**config.mk**
```make
export PLATFORM = sky130hd
export DESIGN_NAME = shift_chain_receiver_flat
export DESIGN_NICKNAME = d
export VERILOG_FILES = /design/src/rtl/shift_chain_receiver_if.sv /design/src/rtl/shift_chain_receiver.sv /design/src/flat_wrapper.sv
export SDC_FILE = /design/constraint.sdc
export NUM_CORES = 1
export LEC_CHECK = 0
export CORE_UTILIZATION = 45
export DETAILED_ROUTE_END_ITERATION = 8
export PLACE_DENSITY = 0.68
export SLEW_MARGIN = 20
export SYNTH_ARGS = -nofsm -noshare
export SYNTH_HDL_FRONTEND = slang
export SYNTH_SLANG_ARGS = --single-unit
```
**constraint.sdc**
```tcl
create_clock -name i_clk -period 2.9 [get_ports i_clk]
set_input_delay 0.58 -clock i_clk [delete_from_list [all_inputs] [get_ports i_clk]]
set_output_delay 0.58 -clock i_clk [all_outputs]
set_load 0.02 [all_outputs]
```
**src/rtl/shift_chain_receiver_if.sv**
```systemverilog
// Link-side signal bundle for the shift-chain receiver.
// The master modport drives the serial link and observes the decoded frame.
// The slave modport is the receiver itself.
interface shift_chain_receiver_if #(
    parameter int N_CHANNELS = 16,
    parameter int DEPTH      = 8,
    parameter int CNT_W      = 16
);
    // Asynchronous serial link inputs
    logic [N_CHANNELS-1:0]       i_channel;
    logic                        i_data_clk;
    logic                        i_latch;
    logic                        i_sync;

    // Decoded frame and status
    logic [N_CHANNELS*DEPTH-1:0] o_frame;
    logic                        o_valid;
    logic                        o_len_error;
    logic [CNT_W-1:0]            o_bit_count;
    logic [CNT_W-1:0]            o_frame_count;
    logic                        o_sync_pulse;
    logic                        o_aligned;

    modport master (
        output i_channel, i_data_clk, i_latch, i_sync,
        input  o_frame, o_valid, o_len_error, o_bit_count,
               o_frame_count, o_sync_pulse, o_aligned
    );

    modport slave (
        input  i_channel, i_data_clk, i_latch, i_sync,
        output o_frame, o_valid, o_len_error, o_bit_count,
               o_frame_count, o_sync_pulse, o_aligned
    );
endinterface

```
**src/rtl/shift_chain_receiver.sv**
```systemverilog
// Serial channel link receiver.
// Oversamples the asynchronous link on i_clk, shifts every lane into its own
// DEPTH-bit chain on each data-clock rise, and copies all chains into the
// parallel frame register on each latch rise once the link is aligned.
module shift_chain_receiver #(
    parameter int N_CHANNELS  = 16,
    parameter int DEPTH       = 8,
    parameter int SYNC_STAGES = 2,
    parameter int CNT_W       = 16
) (
    input  logic                   i_clk,
    input  logic                   i_rst_n,
    shift_chain_receiver_if.slave  link
);

    typedef enum logic {
        WAIT_ALIGN,
        ACTIVE
    } state_e;

    // Synchronizer chains; the last stage is the usable, metastability-free copy
    logic [SYNC_STAGES-1:0][N_CHANNELS-1:0] lane_sync_q;
    logic [SYNC_STAGES-1:0]                 dclk_sync_q;
    logic [SYNC_STAGES-1:0]                 latch_sync_q;
    logic [SYNC_STAGES-1:0]                 sync_sync_q;

    // One extra delayed copy for rising-edge detection
    logic dclk_prev_q;
    logic latch_prev_q;
    logic sync_prev_q;

    logic [N_CHANNELS-1:0] lane_s;
    logic                  dclk_rise;
    logic                  latch_rise;
    logic                  sync_rise;

    // Per-lane shift chains
    logic [N_CHANNELS-1:0][DEPTH-1:0] chain_q;
    logic [N_CHANNELS-1:0][DEPTH-1:0] chain_d;

    // Framing state and registered outputs
    state_e                      state_q;
    logic [N_CHANNELS*DEPTH-1:0] frame_q;
    logic                        valid_q;
    logic                        len_error_q;
    logic [CNT_W-1:0]            bit_count_q;
    logic [CNT_W-1:0]            bit_count_d;
    logic [CNT_W-1:0]            frame_count_q;
    logic                        sync_pulse_q;
    logic                        aligned_q;

    // Bring every link input into the i_clk domain and keep the previous sample
    always_ff @(posedge i_clk or negedge i_rst_n) begin
        if (!i_rst_n) begin
            lane_sync_q  <= '0;
            dclk_sync_q  <= '0;
            latch_sync_q <= '0;
            sync_sync_q  <= '0;
            dclk_prev_q  <= 1'b0;
            latch_prev_q <= 1'b0;
            sync_prev_q  <= 1'b0;
        end else begin
            // NOTE: non-blocking assignments let every stage sample the old value
            // of its predecessor, which is what makes this a shift register.
            lane_sync_q  <= {lane_sync_q[SYNC_STAGES-2:0], link.i_channel};
            dclk_sync_q  <= {dclk_sync_q[SYNC_STAGES-2:0], link.i_data_clk};
            latch_sync_q <= {latch_sync_q[SYNC_STAGES-2:0], link.i_latch};
            sync_sync_q  <= {sync_sync_q[SYNC_STAGES-2:0], link.i_sync};
            dclk_prev_q  <= dclk_sync_q[SYNC_STAGES-1];
            latch_prev_q <= latch_sync_q[SYNC_STAGES-1];
            sync_prev_q  <= sync_sync_q[SYNC_STAGES-1];
        end
    end

    // Lanes come from the same stage as the data clock so their skew matches
    assign lane_s     = lane_sync_q[SYNC_STAGES-1];
    assign dclk_rise  = dclk_sync_q[SYNC_STAGES-1]  & ~dclk_prev_q;
    assign latch_rise = latch_sync_q[SYNC_STAGES-1] & ~latch_prev_q;
    assign sync_rise  = sync_sync_q[SYNC_STAGES-1]  & ~sync_prev_q;

    // Next chain value: newest bit enters at the LSB, oldest falls off the MSB
    for (genvar k = 0; k < N_CHANNELS; k++) begin : g_lane
        assign chain_d[k] = dclk_rise ? {chain_q[k][DEPTH-2:0], lane_s[k]} : chain_q[k];
    end

    // Shift chains advance on every data-clock rise regardless of framing state
    always_ff @(posedge i_clk or negedge i_rst_n) begin
        if (!i_rst_n) begin
            // NOTE: the chains are reset because a short first frame after reset
            // exposes older chain bits in o_frame; they must be a known zero.
            chain_q <= '0;
        end else begin
            chain_q <= chain_d;
        end
    end

    // Bit count including a shift in this cycle, saturating at all-ones
    assign bit_count_d = (dclk_rise && bit_count_q != '1) ? bit_count_q + CNT_W'(1)
                                                          : bit_count_q;

    // Framing FSM: first latch aligns, later latches publish the chains
    always_ff @(posedge i_clk or negedge i_rst_n) begin
        if (!i_rst_n) begin
            state_q       <= WAIT_ALIGN;
            frame_q       <= '0;
            valid_q       <= 1'b0;
            len_error_q   <= 1'b0;
            bit_count_q   <= '0;
            frame_count_q <= '0;
            sync_pulse_q  <= 1'b0;
            aligned_q     <= 1'b0;
        end else begin
            valid_q      <= 1'b0;
            sync_pulse_q <= sync_rise;
            bit_count_q  <= bit_count_d;
            if (latch_rise) begin
                // A shift in the same cycle is already folded into chain_d and
                // bit_count_d, so the frame and the length check include it.
                bit_count_q <= '0;
                unique case (state_q)
                    WAIT_ALIGN: begin
                        state_q   <= ACTIVE;
                        aligned_q <= 1'b1;
                    end
                    ACTIVE: begin
                        frame_q       <= chain_d;
                        valid_q       <= 1'b1;
                        frame_count_q <= frame_count_q + CNT_W'(1);
                        if (bit_count_d != CNT_W'(DEPTH)) begin
                            len_error_q <= 1'b1;
                        end
                    end
                endcase
            end
        end
    end

    assign link.o_frame       = frame_q;
    assign link.o_valid       = valid_q;
    assign link.o_len_error   = len_error_q;
    assign link.o_bit_count   = bit_count_q;
    assign link.o_frame_count = frame_count_q;
    assign link.o_sync_pulse  = sync_pulse_q;
    assign link.o_aligned     = aligned_q;

endmodule

```
**src/flat_wrapper.sv**
```systemverilog
// flat-port wrapper written by rule: the top's interface ports become plain ports
module shift_chain_receiver_flat 
#(
    parameter int N_CHANNELS  = 16,
    parameter int DEPTH       = 8,
    parameter int SYNC_STAGES = 2,
    parameter int CNT_W       = 16
)
  (i_clk, i_rst_n, link_i_channel, link_i_data_clk, link_i_latch, link_i_sync, link_o_frame, link_o_valid, link_o_len_error, link_o_bit_count, link_o_frame_count, link_o_sync_pulse, link_o_aligned);
  shift_chain_receiver_if #(.N_CHANNELS(N_CHANNELS), .DEPTH(DEPTH), .CNT_W(CNT_W)) link_i ();
  input  logic i_clk;
  input  logic i_rst_n;
  input wire logic [$bits(link_i.i_channel)-1:0] link_i_channel;
  input wire logic [$bits(link_i.i_data_clk)-1:0] link_i_data_clk;
  input wire logic [$bits(link_i.i_latch)-1:0] link_i_latch;
  input wire logic [$bits(link_i.i_sync)-1:0] link_i_sync;
  output wire logic [$bits(link_i.o_frame)-1:0] link_o_frame;
  output wire logic [$bits(link_i.o_valid)-1:0] link_o_valid;
  output wire logic [$bits(link_i.o_len_error)-1:0] link_o_len_error;
  output wire logic [$bits(link_i.o_bit_count)-1:0] link_o_bit_count;
  output wire logic [$bits(link_i.o_frame_count)-1:0] link_o_frame_count;
  output wire logic [$bits(link_i.o_sync_pulse)-1:0] link_o_sync_pulse;
  output wire logic [$bits(link_i.o_aligned)-1:0] link_o_aligned;
  assign link_i.i_channel = link_i_channel;
  assign link_i.i_data_clk = link_i_data_clk;
  assign link_i.i_latch = link_i_latch;
  assign link_i.i_sync = link_i_sync;
  assign link_o_frame = link_i.o_frame;
  assign link_o_valid = link_i.o_valid;
  assign link_o_len_error = link_i.o_len_error;
  assign link_o_bit_count = link_i.o_bit_count;
  assign link_o_frame_count = link_i.o_frame_count;
  assign link_o_sync_pulse = link_i.o_sync_pulse;
  assign link_o_aligned = link_i.o_aligned;
  shift_chain_receiver #(.N_CHANNELS(N_CHANNELS), .DEPTH(DEPTH), .SYNC_STAGES(SYNC_STAGES), .CNT_W(CNT_W)) u_core (.i_clk(i_clk), .i_rst_n(i_rst_n), .link(link_i));
endmodule
```
# --- After elaboration in Yosys (flattened, before gate mapping) ---
# Index checks and enable logic that the tools add are counted.
op_classes:
  add_sub_neg: 2
  n_eq_ne: 2
  mux: 20
  bitwise_logic: 7
  reduce_logical: 4
ops:
  columns: ["op", "count"]
  rows:
  - ["2-to-1 mux 8 bit", 16]
  - ["adder 16 x 1 -> 16 bit, second input constant", 2]
  - ["2-to-1 mux 16 bit", 2]
  - ["inequality test 16 bit, second input constant", 1]
  - ["inequality test 16 x 4 -> 1 bit, second input constant", 1]
  - ["NOT 1 bit", 4]
  - ["AND reduction 2 bit", 2]
  - ["bitwise AND 1 bit", 3]
  - ["AND reduction 3 bit", 1]
  - ["2-to-1 mux 1 bit", 2]
  - ["logical AND 1 bit", 1]
totals:
  register_bits: 334
  input_bits: 21
  out_inout_bits: 164

# --- Logic depth before layout (Yosys ltp) ---
logic_depth:
  ltp_word: 6
  ltp_mapped: 8
  ltp_nobuf: 7

# --- Worst setup path after synthesis ---
# OpenSTA, ideal clock, no wires.
synth_timing:
  kind: "reg-to-reg"
  startpoint: "reg u_core.bit_count_q[0], in the netlist u_core.link.o_bit_count[0]"
  endpoint: "reg u_core.len_error_q, in the netlist u_core.link.o_len_error"
  setup_ns: 0.126
  arrival_ns: 2.251
  required_time_ns: 2.774
  path_slack_ns: 0.523
  path_stages_with_launch: 8
  n_path_buf: 0
  synth_period_minus_slack_ns: 2.377
  cell_sequence: "dfrtp_1 > ha_1 > or4b_2 > o21ai_0 > a32oi_1 > nor3b_1 > o211ai_1 > o32a_1"
synth_via:
  elab_chain_len: 5
synth_rtl:
  columns: ["item", "line", "text"]
  rows:
  - ["start, declared", "shift_chain_receiver.sv:46", "logic [CNT_W-1:0] bit_count_q;"]
  - ["start signal, assigned", "shift_chain_receiver.sv:115", "bit_count_q <= bit_count_d;"]
  - ["branches (longest 2 deep; another with adder 16 x 1 -> 16 bit)", null, null]
  - ["2-to-1 mux 16 bit (*)", "shift_chain_receiver.sv:98", "assign bit_count_d = (dclk_rise && bit_count_q != '1) ? bit_count_q + CNT_W'(1)"]
  - ["inequality test 16 x 4 -> 1 bit (*)", "shift_chain_receiver.sv:129", "if (bit_count_d != CNT_W'(DEPTH)) begin"]
  - ["AND reduction 3 bit (no line) (*)", null, null]
  - ["end signal, assigned", "shift_chain_receiver.sv:107", "len_error_q <= 1'b0;"]
  - ["end signal, assigned", "shift_chain_receiver.sv:130", "len_error_q <= 1'b1;"]
  - ["end, declared", "shift_chain_receiver.sv:45", "logic len_error_q;"]
# Every way passes the cells marked *.
# A chain may end at the register's enable or synchronous reset.

# --- Worst setup path after layout ---
# Ends and elaborated chain as after synthesis.

==> impl_metrics.json <==
{
  "slew_headroom_pct": 54.6,
  "worstSetupPathType": "reg -> reg",
  "period_needed_ns": 2.46,
  "fp.coreArea_mm2": 0.0270,
  "io_buffers": 184,
  "antenna_found_initial": 0,
  "routed_wl_mm": 26.4,
  "slowest_stage": "or4b_2",
  "gp_congestion": 0.840,
  "die_x_um": 168,
  "die_h_um": 168,
  "clk_latency_ns": 0.51,
  "diodes": 0,
  "vias": 9038,
  "maxCapViolCount": 0,
  "end_kind": "flip-flop",
  "synth_top_flop_cell": "dfrtp_1",
  "hold_path_class": "in -> async",
  "dp_hpwl_mm": 15.5,
  "synth_area_mm2": 0.0125,
  "syn_nets": 1341,
  "cts_setup_buffers": 0,
  "ios": 185,
  "status": "finished, final reports clean",
  "timing.fmax_ghz": 0.407,
  "crit_path_start_kind": "flip-flop",
  "yosysSeqAreaShare_pct": 67.1,
  "whs_ns": 0.0525,
  "start_util_pct": 46.1,
  "fillerInstances": 2325,
  "crit_path_end": "u_core.link.o_len_error",
  "finalSetupTns_ns": 0,
  "hold_violations": 0,
  "final_cell_mix": "nand2_1, dfrtp_1, clkdlybuf4s50_1, clkbuf_16, nor2_1",
  "rsz0062_at_grt": "no",
  "finClkSkew_ns": 0.0173,
  "total_power_uw": 13400,
  "yosys.area_share.simple_pct": 27.2,
  "grt_pass1_vias": 8954,
  "syn_avg_cell_area_um2": 9.45,
  "powerDensity_mw_per_mm2": 832,
  "r2r_cells": 7,
  "cp_max_fo": 6,
  "drc": 0,
  "setup_violations": 0,
  "r2r-start": "u_core.link.o_bit_count[0]",
  "synth_edf_count": 0,
  "wl_per_cell_um": 14.2,
  "crit_arrival_ns": 2.84,
  "finalCritPeriodShare_pct": 84.8,
  "synth.distinct_cells": 43,
  "finalInstanceArea_mm2": 0.0161,
  "grt_max_degree": 131,
  "synthArstFlopShare_pct": 100,
  "cts_hold_buf": 0,
  "reg2reg_slack_ns": 0.44,
  "irDropWorstVdd_mv": 0.494,
  "synth_seq_cells": 334,
  "cts_resized": 0,
  "synthAdderAreaFrac_pct": 0.201,
  "clk_pin_slew_ns": 0.06,
  "drive_gt1_share_pct": 5.93,
  "grt_usage_pct": 19.2,
  "worstPathCellList": "ha_1 > or4b_2 > o21ai_0 > a32oi_1 > nor3b_1 > o211ai_1 > o32a_1",
  "startpoint": "u_core.link.o_bit_count[0]",
  "synth_top_family_by_area": "simple AND/OR/NAND/NOR gates",
  "layout.nets": 1513,
  "cp_slowest_stage_delay_ns": 0.63,
  "cts_buffer_depth": 3,
  "cts_inserted_buffers": 36,
  "grt_pass1_wl_mm": 44.6,
  "drv_slew": 0,
  "cts_htree_levels": 2,
  "cts_sinks": 334,
  "drt_pass1_iterations": 5,
  "placed_cell_area_mm2": 0.0147,
  "antenna_left": 0,
  "final_common_cell": "nand2_1",
  "synth_cells": 1318,
  "synthMuxAreaShare_pct": 0.261,
  "routed_via_density": 4.86,
  "tightest_slew_ns": 0.682,
  "drt_iter0_drc": 639,
  "synth_xor_area_share_pct": 1.90,
  "synthToLayoutAreaGrowth_pct": 29.1,
  "cts_tree": "yes",
  "grt_overflow": 0,
  "p_leak_uw": 0.00829,
  "rows": 60,
  "r2r-end": "u_core.link.o_len_error",
  "clock-root-buffer": "clkbuf_16",
  "ys_warn_count": 0,
  "required_ns": 3.28,
  "dieArea_mm2": 0.0283,
  "synth_compound_area_share_pct": 1.31
}
## cells by family after synthesis
group	after synthesis
AO/OA/AOI/OAI	22
XOR/XNOR	27
adder cells (fa/ha/maj)	2
buffers and inverters	66
flip-flops	334
multiplexers	3
AND/OR/NAND/NOR	864
## per-layer routing
layer | GRT usage (%) | up-vias | share of wire, %
met5 | 0 | - | 0
met4 | 5.65 | 0 | 2.1
met3 | 3.36 | 45 | 4.2
met2 | 31.0 | 189 | 47
met1 | 26.8 | 4388 | 47
li1 | - | 4416 | -
## area by class of cell
type | count | area, um^2 | area share [%]
Clock buffer | 50 | 1090 | 6.76
Multi-Input combinational cell | 918 | 3860 | 24.0
Sequential cell | 334 | 8360 | 52.0
Timing Repair Buffer | 197 | 2040 | 12.7
Clock inverter | 16 | 275 | 1.71
Tap cell | 341 | 427 | 2.66
Inverter | 3 | 13.8 | 0.0857
## state kept, by name, indices dropped and copies added (netlist names), 16 cells and up
signal and flops:
u_core.lane_s 16, u_core.link.o_bit_count 16, u_core.chain_q 128, u_core.lane_sync_q 16, u_core.link.o_frame_count 16, u_core.link.o_frame 128
## metrics by stage
step / util, % / instances / setup WS [ns]
CTS: 59.5 / 1859 / 0.433
global route: 59.5 / 1859 / 0.335
detailed placement: 54.4 / 1793 / 0.471
finish: 59.5 / 1859 / 0.441
global placement: 54.4 / 1793 / 0.462
floorplan: - / 1318 / 0.523
## critical path: cells and delay by family, from the launching register on
family                   cells  cell delay (ns)
flip-flops                   1             0.45
AND/OR/NAND/NOR              2             0.85
AO/OA/AOI/OAI                4             0.70
adder cells (fa/ha/maj)      1             0.35
## how the worst min path moves through the flow
| stage | from | endpoint | slack [ns] | depth (start not counted) |
|---|---|---|---|---|
| detailed placement | u_core.lane_sync_q[7] | u_core.lane_s[7] | 0.33 | 0 |
| finish | i_rst_n | u_core.link.o_frame[101] | 0.05 | 1 |
| global route | i_rst_n | u_core.link.o_frame[101] | 0.10 | 1 |
| CTS | i_rst_n | u_core.link.o_frame[101] | 0.08 | 1 |
| floorplan | i_rst_n | u_core.chain_q[0] | 0.28 | 0 |
| global placement | u_core.lane_sync_q[12] | u_core.lane_s[12] | 0.33 | 0 |
## power by group
| part | internal (uW) | switching, uW | leakage (uW) |
|---|---|---|---|
| combinational | 1020 | 1370 | 0.00328 |
| clock | 3250 | 1840 | 0.000666 |
| sequential | 5410 | 463 | 0.00435 |
| total | 9690 | 3670 | 0.00829 |
## cell usage after synthesis (all sizes together) (2+ instances only)
master | n | share of area [%]
a211oi | 3 | 0.18
a21oi | 5 | 0.20
and3 | 5 | 0.25
buf | 5 | 0.18
clkbuf | 58 | 1.7
dfrtp | 334 | 67
ha | 2 | 0.20
inv | 3 | 0.090
mux2 | 2 | 0.18
nand2 | 785 | 24
nand2b | 3 | 0.15
nand3 | 15 | 0.60
nand4 | 9 | 0.67
nor2 | 29 | 0.87
nor2b | 3 | 0.15
nor3 | 5 | 0.20
o21ai | 3 | 0.12
o21bai | 2 | 0.12
or3 | 2 | 0.10
xnor2 | 15 | 1.1
xor2 | 12 | 0.84
(Power assumes the default switching activity.)
